==> src/rtl/ifft_frame_loader_if.sv <==
// Sample stream, frame handshake and memory write port of the IFFT frame loader.
interface ifft_frame_loader_if #(
    parameter int DW = 14,
    parameter int AW = 5
);
    logic              flush;
    logic              in_valid;
    logic              in_ready;
    logic [2*DW-1:0]   in_data;
    logic              in_last;
    logic              mem_write;
    logic [AW-1:0]     mem_waddr;
    logic [2*DW-1:0]   mem_wdata;
    logic              frame_ready;
    logic              frame_taken;
    logic              frame_err;
    logic [7:0]        frames_loaded;

    modport master (
        output flush, in_valid, in_data, in_last, frame_taken,
        input  in_ready, mem_write, mem_waddr, mem_wdata,
               frame_ready, frame_err, frames_loaded
    );

    modport slave (
        input  flush, in_valid, in_data, in_last, frame_taken,
        output in_ready, mem_write, mem_waddr, mem_wdata,
               frame_ready, frame_err, frames_loaded
    );
endinterface

==> src/rtl/ifft_frame_loader.sv <==
// IFFT input stage: optionally conjugates samples and writes them (bit-reversed) into the frame memory.
// Latency: write strobe 1 cycle after accept, frame_ready 2 cycles after the final accept; in_ready low from frame end until frame_taken.
module ifft_frame_loader #(
    parameter int DW     = 14,
    parameter int AW     = 5,
    parameter bit BITREV = 1'b1,
    parameter bit CONJ   = 1'b1
) (
    input logic                clk,
    input logic                rst_n,
    ifft_frame_loader_if.slave bus
);
    localparam int SW = 2 * DW;
    localparam logic [DW-1:0] IM_MIN   = {1'b1, {(DW-1){1'b0}}};
    localparam logic [DW-1:0] IM_MAX   = {1'b0, {(DW-1){1'b1}}};
    localparam logic [AW-1:0] LAST_IDX = {AW{1'b1}};

    typedef enum logic [1:0] {
        S_LOAD  = 2'd0,
        S_DRAIN = 2'd1,
        S_FULL  = 2'd2
    } state_t;

    state_t         state_q, state_d;
    logic [AW-1:0]  cnt_q, cnt_d;
    logic           rdy_en_q;
    logic           wr_q, wr_d;
    logic [AW-1:0]  waddr_q, waddr_d;
    logic [SW-1:0]  wdata_q, wdata_d;
    logic           ready_q, ready_d;
    logic           err_q, err_d;
    logic [7:0]     loaded_q, loaded_d;
    logic           accept;

    function automatic logic [AW-1:0] bitrev(input logic [AW-1:0] a);
        logic [AW-1:0] r;
        r = '0;
        for (int i = 0; i < AW; i++) begin
            r[i] = a[AW-1-i];
        end
        return r;
    endfunction

    // Negating the most negative imag value would overflow, so it clamps to the positive maximum.
    function automatic logic [SW-1:0] process_sample(input logic [SW-1:0] s);
        logic [DW-1:0] im;
        im = s[DW-1:0];
        if (CONJ) begin
            if (im == IM_MIN) begin
                im = IM_MAX;
            end else begin
                im = -im;
            end
        end
        return {s[SW-1:DW], im};
    endfunction

    // rdy_en_q keeps in_ready low until the first edge after reset release.
    assign bus.in_ready = rdy_en_q & (state_q == S_LOAD) & ~bus.flush;
    assign accept       = bus.in_valid & bus.in_ready;

    always_comb begin
        state_d  = state_q;
        cnt_d    = cnt_q;
        wr_d     = 1'b0;
        waddr_d  = waddr_q;
        wdata_d  = wdata_q;
        ready_d  = ready_q;
        err_d    = err_q;
        loaded_d = loaded_q;

        if (bus.flush) begin
            state_d = S_LOAD;
            cnt_d   = '0;
            ready_d = 1'b0;
            err_d   = 1'b0;
        end else begin
            unique case (state_q)
                S_LOAD: begin
                    if (accept) begin
                        wr_d    = 1'b1;
                        waddr_d = BITREV ? bitrev(cnt_q) : cnt_q;
                        wdata_d = process_sample(bus.in_data);
                        if (cnt_q == LAST_IDX) begin
                            state_d = S_DRAIN;
                            cnt_d   = '0;
                            if (!bus.in_last) begin
                                err_d = 1'b1;
                            end
                        end else if (bus.in_last) begin
                            // Early end of frame: the partial frame is dropped and indexing restarts.
                            err_d = 1'b1;
                            cnt_d = '0;
                        end else begin
                            cnt_d = cnt_q + 1'b1;
                        end
                    end
                end
                S_DRAIN: begin
                    // Advertise the frame only once the final write strobe has retired into memory.
                    if (!wr_q) begin
                        state_d  = S_FULL;
                        ready_d  = 1'b1;
                        loaded_d = loaded_q + 8'd1;
                    end
                end
                S_FULL: begin
                    if (bus.frame_taken) begin
                        state_d = S_LOAD;
                        ready_d = 1'b0;
                    end
                end
                default: begin
                    state_d = S_LOAD;
                    cnt_d   = '0;
                end
            endcase
        end
    end

    always_ff @(posedge clk or negedge rst_n) begin
        if (!rst_n) begin
            state_q  <= S_LOAD;
            cnt_q    <= '0;
            rdy_en_q <= 1'b0;
            wr_q     <= 1'b0;
            waddr_q  <= '0;
            wdata_q  <= '0;
            ready_q  <= 1'b0;
            err_q    <= 1'b0;
            loaded_q <= 8'd0;
        end else begin
            state_q  <= state_d;
            cnt_q    <= cnt_d;
            rdy_en_q <= 1'b1;
            wr_q     <= wr_d;
            waddr_q  <= waddr_d;
            wdata_q  <= wdata_d;
            ready_q  <= ready_d;
            err_q    <= err_d;
            loaded_q <= loaded_d;
        end
    end

    assign bus.mem_write     = wr_q;
    assign bus.mem_waddr     = waddr_q;
    assign bus.mem_wdata     = wdata_q;
    assign bus.frame_ready   = ready_q;
    assign bus.frame_err     = err_q;
    assign bus.frames_loaded = loaded_q;
endmodule

==> src/flat_wrapper.sv <==
// flat-port wrapper written by rule: the top's interface ports become plain ports
module ifft_frame_loader_flat 
#(
    parameter int DW     = 14,
    parameter int AW     = 5,
    parameter bit BITREV = 1'b1,
    parameter bit CONJ   = 1'b1
)
  (clk, rst_n, bus_flush, bus_in_valid, bus_in_data, bus_in_last, bus_frame_taken, bus_in_ready, bus_mem_write, bus_mem_waddr, bus_mem_wdata, bus_frame_ready, bus_frame_err, bus_frames_loaded);
  ifft_frame_loader_if #(.DW(DW), .AW(AW)) bus_i ();
  input logic clk;
  input logic rst_n;
  input wire logic [$bits(bus_i.flush)-1:0] bus_flush;
  input wire logic [$bits(bus_i.in_valid)-1:0] bus_in_valid;
  input wire logic [$bits(bus_i.in_data)-1:0] bus_in_data;
  input wire logic [$bits(bus_i.in_last)-1:0] bus_in_last;
  input wire logic [$bits(bus_i.frame_taken)-1:0] bus_frame_taken;
  output wire logic [$bits(bus_i.in_ready)-1:0] bus_in_ready;
  output wire logic [$bits(bus_i.mem_write)-1:0] bus_mem_write;
  output wire logic [$bits(bus_i.mem_waddr)-1:0] bus_mem_waddr;
  output wire logic [$bits(bus_i.mem_wdata)-1:0] bus_mem_wdata;
  output wire logic [$bits(bus_i.frame_ready)-1:0] bus_frame_ready;
  output wire logic [$bits(bus_i.frame_err)-1:0] bus_frame_err;
  output wire logic [$bits(bus_i.frames_loaded)-1:0] bus_frames_loaded;
  assign bus_i.flush = bus_flush;
  assign bus_i.in_valid = bus_in_valid;
  assign bus_i.in_data = bus_in_data;
  assign bus_i.in_last = bus_in_last;
  assign bus_i.frame_taken = bus_frame_taken;
  assign bus_in_ready = bus_i.in_ready;
  assign bus_mem_write = bus_i.mem_write;
  assign bus_mem_waddr = bus_i.mem_waddr;
  assign bus_mem_wdata = bus_i.mem_wdata;
  assign bus_frame_ready = bus_i.frame_ready;
  assign bus_frame_err = bus_i.frame_err;
  assign bus_frames_loaded = bus_i.frames_loaded;
  ifft_frame_loader #(.DW(DW), .AW(AW), .BITREV(BITREV), .CONJ(CONJ)) u_core (.clk(clk), .rst_n(rst_n), .bus(bus_i));
endmodule
==> config.mk <==
export PLATFORM = sky130hd
export DESIGN_NAME = ifft_frame_loader_flat
export DESIGN_NICKNAME = d
export VERILOG_FILES = /design/src/rtl/ifft_frame_loader_if.sv /design/src/rtl/ifft_frame_loader.sv /design/src/flat_wrapper.sv
export SDC_FILE = /design/constraint.sdc
export NUM_CORES = 1
export LEC_CHECK = 0
export CAP_MARGIN = 20
export CORE_ASPECT_RATIO = 1.5
export CORE_UTILIZATION = 35
export CTS_BUF_LIST = sky130_fd_sc_hd__clkbuf_4
export CTS_CLUSTER_DIAMETER = 50
export CTS_CLUSTER_SIZE = 16
export DETAILED_ROUTE_END_ITERATION = 6
export PLACE_DENSITY = 0.67
export REMOVE_ABC_BUFFERS = 1
export SYNTH_ARGS = -nofsm -noshare
export SYNTH_HDL_FRONTEND = slang
export SYNTH_SLANG_ARGS = --single-unit
==> constraint.sdc <==
create_clock -name clk -period 2 [get_ports clk]
set_clock_uncertainty 0.1 [all_clocks]
set_input_delay 0.2 -clock clk [delete_from_list [all_inputs] [get_ports clk]]
set_output_delay 0.2 -clock clk [all_outputs]
set_load 0.01 [all_outputs]
==> flow_metrics.tcl, run 1 <==
set metrics [dict create \
    die_x_um 69.93 \
    antennaDiodeCount 0 \
    max_stage_delay_ns 0.42 \
    cp.required_ns 2.22 \
    via_per_inst 4.820 \
    cts_sinks 52 \
    synth_edf_count 0 \
    cts_buffers 5 \
    fillers 601 \
    final_layout_size_suffix_gt1_share_pct 13.24 \
    crit_arrival_ns 2.10 \
    clock_path_buffers 2 \
    grt_max_degree 27 \
    ant_nets 0 \
    synth_cells 235 \
    crit_path_end_kind "register" \
    crit_path_start_kind "register" \
    antenna_found_initial 0 \
    critPathKind "reg -> reg" \
    syn_area_um2 2422 \
    cellLeakagePower_nw 1.587 \
    port_buffers 78 \
    ys_seq_elements 52 \
    yosys.area.top_type_share_pct 53.72 \
    ioPinCount 79 \
    grt_pass1_vias 2094 \
    synth_most_common_cell "nand2_1" \
    async_flop_share_pct 100.0 \
    hpwl_mm 4.147 \
    slew_violations 0 \
    synth_area_leader_cell "dfrtp_1" \
    drc 0 \
    drt_iter0_markers 64 \
    h-tree-depth 2 \
    yosys_warnings 0 \
    nets 381 \
    core_region_area_um2 6576 \
    die_y_um 103.9 \
    crit_fanout 4 \
    min_path_type "in -> async" \
    hold_violations 0 \
    cts.clk_slew.worst_paths_ns 0.15 \
    fmax_mhz 530.9 \
    setup_viol 0 \
    overflow 0 \
    root_buffer "clkbuf_4" \
    cp_slowest_cell "dfrtp_1" \
    grt_pass1_wl_mm 9.384 \
    regArea_um2 1301 \
    wirelength_mm 5.502 \
    seq_area_frac_synth_pct 53.72 \
    synthFlopType "dfrtp_1" \
    powerDensity_nw_per_um2 676.2 \
    vdd_drop_max_v 0.0004535 \
    post_synth.cell_area_avg_um2 10.31 \
    cts_tree "yes" \
    rows 36 \
    worst_slack_ns 0.1163 \
    start_util_pct 36.83 \
    insertion_delay_ns 0.38 \
    multi_input_area_um2 1064 \
    timing.final.crit_share_pct 94.19 \
    crit_chain "ha_1, and3_1, ha_1, or3_1, o21ai_1, o2bb2ai_1" \
    routedWlPerCell_um 13.23 \
    grt_use_total_pct 16.23 \
    drt-pass1-iter-count 4 \
    status "finished clean" \
    cp_common_cell "ha_1" \
    die_area_um2 7265 \
    ys_top_cells_by_count "61 x nand2_1, 52 x dfrtp_1, 13 x o22a_1, 11 x xnor2_1, 9 x inv_1" \
    synth.area.top_cells "dfrtp_1 54%, nand2_1 9.5%, o22a_1 4.7%" \
    synth_cell_types 42 \
    gp_congestion 0.7805 \
    pre_cts_ws_ns 0.06824 \
    area_growth_syn_to_layout_pct 46.59 \
    fin_tns_setup_ns 0 \
    drv_cap 0 \
    via_count 2005 \
    period_needed_ns 1.884 \
]
registers in the layout (all words and copies together), names as in the netlist:
name                      count
u_core.bus.mem_wdata         28
u_core.bus.frames_loaded      8
u_core.bus.mem_waddr          5
u_core.cnt_q                  5
u_core.state_q                2
u_core.bus.frame_err          1
u_core.bus.frame_ready        1
u_core.bus.mem_write          1
u_core.rdy_en_q               1
area by class of cell:
| type | count | share of cell area, % |
|---|---|---|
| sequential | 52 | 36.65 |
| multi-input combinational | 167 | 29.95 |
| timing repair buffer | 103 | 27.20 |
| tap | 76 | 2.678 |
| clock inverter | 3 | 1.339 |
| inverter | 10 | 1.128 |
| clock buffer | 5 | 1.057 |
metal layers:
layer / track usage, % / up-vias / wire length, um
met5: 0 / - / 0
met4: 5.286 / 0 / 82
met3: 4.942 / 6 / 334
met2: 30.63 / 60 / 2926
met1: 16.55 / 939 / 2159
li1: - / 1000 / -
power by group:
part | switching (mW) | leakage [nW] | total, mW | internal [mW]
Sequential | 0.0615 | 0.663 | 1.22 | 1.16
Clock | 0.347 | 0.0454 | 0.615 | 0.268
Combinational | 0.227 | 0.879 | 0.565 | 0.338
Total | 0.636 | 1.59 | 2.40 | 1.76
repair_timing:
action | 4_1_cts | 5_1_grt
pin swaps | 0 | 1
hold buffers | 1 | 0
hold endpoints to repair | 15 | 0
cloned | 0 | 0
endpoints found under the setup margin | 1 | 3
setup buffers | 2 | 1
resized for setup | 3 | 6
stage by stage:
step                hold slack [ns]  total power [mW]  cell area [um^2]  utilization [%]  cells
CTS                          0.1443             2.438              3532            53.71    415
global route                 0.1388             2.537              3551            54.00    416
finish                       0.1531             2.401              3551            54.00    416
detailed placement          0.05356             1.809              3418            51.98    404
floorplan                   -0.1956             1.428              2390                -    229
global placement            0.04275             1.801              3418            51.98    404
placed cells by master, fill, tap and decap left out, types with 2 or more instances in the layout:
master,count
clkdlybuf4s50_1,76
nand2_1,61
dfrtp_1,52
buf_4,24
o22a_1,13
xnor2_1,11
inv_1,8
nor2_1,8
xor2_1,8
o21ai_0,7
nand3_1,7
ha_1,7
nand2b_1,5
clkbuf_4,5
a21oi_1,3
nand4_1,3
and3_1,2
and2_1,2
nand4b_1,2
nor3_1,2
o21bai_1,2
o22ai_1,2
o21ai_1,2
mux2_2,2
clkinv_4,2
cell families (layout without fill, tap and decap cells):
logic type / count (synthesis) / count (layout) / share of synthesized area (%)
AOI/OAI and AO/OA: 34 / 34 / 10.02
xor gates and xnor gates: 19 / 19 / 6.870
adders and majority gates: 8 / 8 / 4.132
buffers and inverters: 16 / 121 / 2.944
DFF: 52 / 52 / 53.72
muxes: 3 / 3 / 1.343
other: 1 / 1 / 0.1548
and+or+nand+nor: 102 / 102 / 20.82
critical path: cells and delay by family (launching register included):
| family | cells | cell delay [ns] |
|---|---|---|
| and+or+nand+nor | 2 | 0.58 |
| DFF | 1 | 0.42 |
| AOI/OAI and AO/OA | 2 | 0.28 |
| adders and majority gates | 2 | 0.45 |
final timing paths:
kind	endpoint	startpoint	slack, ns	cells past startpoint
setup / recovery	u_core.cnt_q[2]	u_core.cnt_q[0]	0.12	6
hold / removal	u_core.bus.mem_wdata[0]	rst_n	0.15	2
setup reg to reg	u_core.cnt_q[2]	u_core.cnt_q[0]	0.12	6
hold reg to reg	u_core.bus.mem_wdata[19]	u_core.bus.mem_wdata[19]	0.39	2
max in group asynchronous	u_core.bus.mem_wdata[27]	rst_n	1.06	3
min in group clk	u_core.bus.mem_wdata[17]	bus_in_data[17]	0.22	3
Note: power is estimated with default switching activity, not from simulation.
==> inputs of run 2 (changes only) <==
- CTS_BUF_LIST: sky130_fd_sc_hd__clkbuf_4 -> sky130_fd_sc_hd__clkbuf_8
==> flow_metrics.tcl, run 2 (synthesis results as in run 1) <==
set metrics [dict create \
    hpwl_mm 4.147 \
    area_growth_syn_to_layout_pct 47.21 \
    cts_tree "yes" \
    crit_family "simple AND/OR/NAND/NOR gates" \
    cts.clk_slew.worst_paths_ns 0.10 \
    min_path_type "in -> async" \
    grt_use_total_pct 16.23 \
    cts_buffers 5 \
    status "finished clean" \
    critPathKind "reg -> reg" \
    power_switching_uw 655.2 \
    cp_slowest_cell "dfrtp_1" \
    r2r-start "u_core.cnt_q[0]" \
    gp_congestion 0.7805 \
    final_layout_size_suffix_gt1_share_pct 12.72 \
    dp_cells 404 \
    final_common_cell "clkdlybuf4s50_1" \
    reg2reg_to "u_core.cnt_q[2]" \
    instances_no_fill 414 \
    crit_path_end_kind "register" \
    nets 379 \
    clock_path_buffers 2 \
    seqPwrFrac_pct 48.3 \
    drv_cap 0 \
    drc 0 \
    rsz0062_at_grt "false" \
    crit_path_start_kind "register" \
    drt_iter0_markers 76 \
    slew_violations 0 \
    r2r_setup_slack_ns 0.11 \
    start_util_pct 36.83 \
    crit_chain "ha_1, and3_1, ha_1, or3_1, o21ai_1, o2bb2ai_1" \
    timing.final.crit_share_pct 94.48 \
    r2r.worst_path.cells 6 \
    layout_common_cells "76 x clkdlybuf4s50_1, 61 x nand2_1, 52 x dfrtp_1, 22 x buf_4, 13 x o22a_1" \
    max_stage_delay_ns 0.43 \
    cellLeakagePower_nw 1.592 \
    h-tree-depth 2 \
    routedWlPerCell_um 13.24 \
    die_x_um 69.93 \
    grt_pass1_vias 2076 \
    ant_nets 0 \
    critPathBufInv 0 \
    root_buffer "clkbuf_8" \
    port_buffers 78 \
    cts_sinks 52 \
    cp.required_ns 2.15 \
    drt-pass1-iter-count 4 \
    setup_viol 0 \
    die_area_um2 7265 \
    hold_violations 0 \
    combinationalPowerShare_pct 22.2 \
    via_count 2010 \
    overflow 0 \
    core_region_area_um2 6576 \
    fin_util_pct 54.22 \
    crit_arrival_ns 2.04 \
    p_int_mw 1.872 \
    ioPinCount 79 \
    wirelength_mm 5.480 \
    die_y_um 103.9 \
    cp_common_cell "ha_1" \
    switching_share_pct 25.93 \
    vdd_drop_max_v 0.0004462 \
    period_needed_ns 1.890 \
    antennaDiodeCount 0 \
    clkPwrFrac_pct 29.5 \
    rows 36 \
    antenna_found_initial 0 \
    fmax_mhz 529.2 \
    crit_fanout 4 \
    powerDensity_nw_per_um2 708.6 \
    via_per_inst 4.855 \
    grt_max_degree 27 \
    largest_reg_flops 28 \
    grt_pass1_wl_mm 9.356 \
    insertion_delay_ns 0.31 \
]
run 2: power groups by stage:
stage,clock network (mW),registers (mW),logic [mW]
final,0.744,1.22,0.561
after global routing,0.809,1.24,0.612
after CTS,0.769,1.22,0.572
after detailed placement,0,1.24,0.567
after global placement,0,1.24,0.560
after floorplan,0,1.29,0.141
run 2: worst max-delay path by stage:
stage,start,end,slack (ns),cells past startpoint
after global routing,u_core.state_q[0],u_core.state_q[1],0.005,9
final,u_core.cnt_q[0],u_core.cnt_q[2],0.11,6
after detailed placement,bus_in_data[0],u_core.bus.mem_wdata[0],0.07,8
after global placement,bus_in_data[0],u_core.bus.mem_wdata[1],0.10,8
after floorplan,u_core.state_q[0],u_core.state_q[1],-0.18,8
after CTS,u_core.cnt_q[0],u_core.cnt_q[2],0.06,6
run 2: what timing repair did:
item,CTS,global route
hold endpoints to repair,15,0
pin swaps,0,1
gates resized for setup,3,5
hold buffers,1,0
setup buffers,1,0
setup endpoints to repair,1,2
run 2: final cells by class:
type | count | area, um^2
inverter | 10 | 40.04
fill | 600 | 3010
sequential | 52 | 1301
tap | 76 | 95.09
clock inverter | 3 | 47.55
multi-input combinational | 167 | 1064
timing repair buffer | 101 | 949.7
clock buffer | 5 | 68.82
run 2: through the flow:
step                hold WS, ns  TNS (ns)  worst slack (ns)  power, mW  instance area, um^2
floorplan               -0.1956   -0.1783           -0.1783      1.428                 2390
global placement        0.04275         0            0.1036      1.801                 3418
detailed placement      0.05356         0           0.06824      1.809                 3418
CTS                      0.2335         0           0.06342      2.564                 3556
global route             0.2400         0          0.004893      2.659                 3566
finish                   0.2309         0            0.1105      2.527                 3566
run 2: layer usage:
layer / part of all wire [%] / track usage (%) / vias up
li1: - / - / 993
met1: 39 / 16.68 / 949
met4: 1.2 / 6.143 / 0
met3: 6.2 / 4.651 / 5
met2: 53 / 30.29 / 63
met5: 0 / 0 / -
run 2: worst reg2reg max path, cell delays in order, from the launching register on:
cell and delay [ns]:
dfrtp_1 0.43, ha_1 0.24, and3_1 0.19, ha_1 0.22, or3_1 0.39, o21ai_1 0.14, o2bb2ai_1 0.12
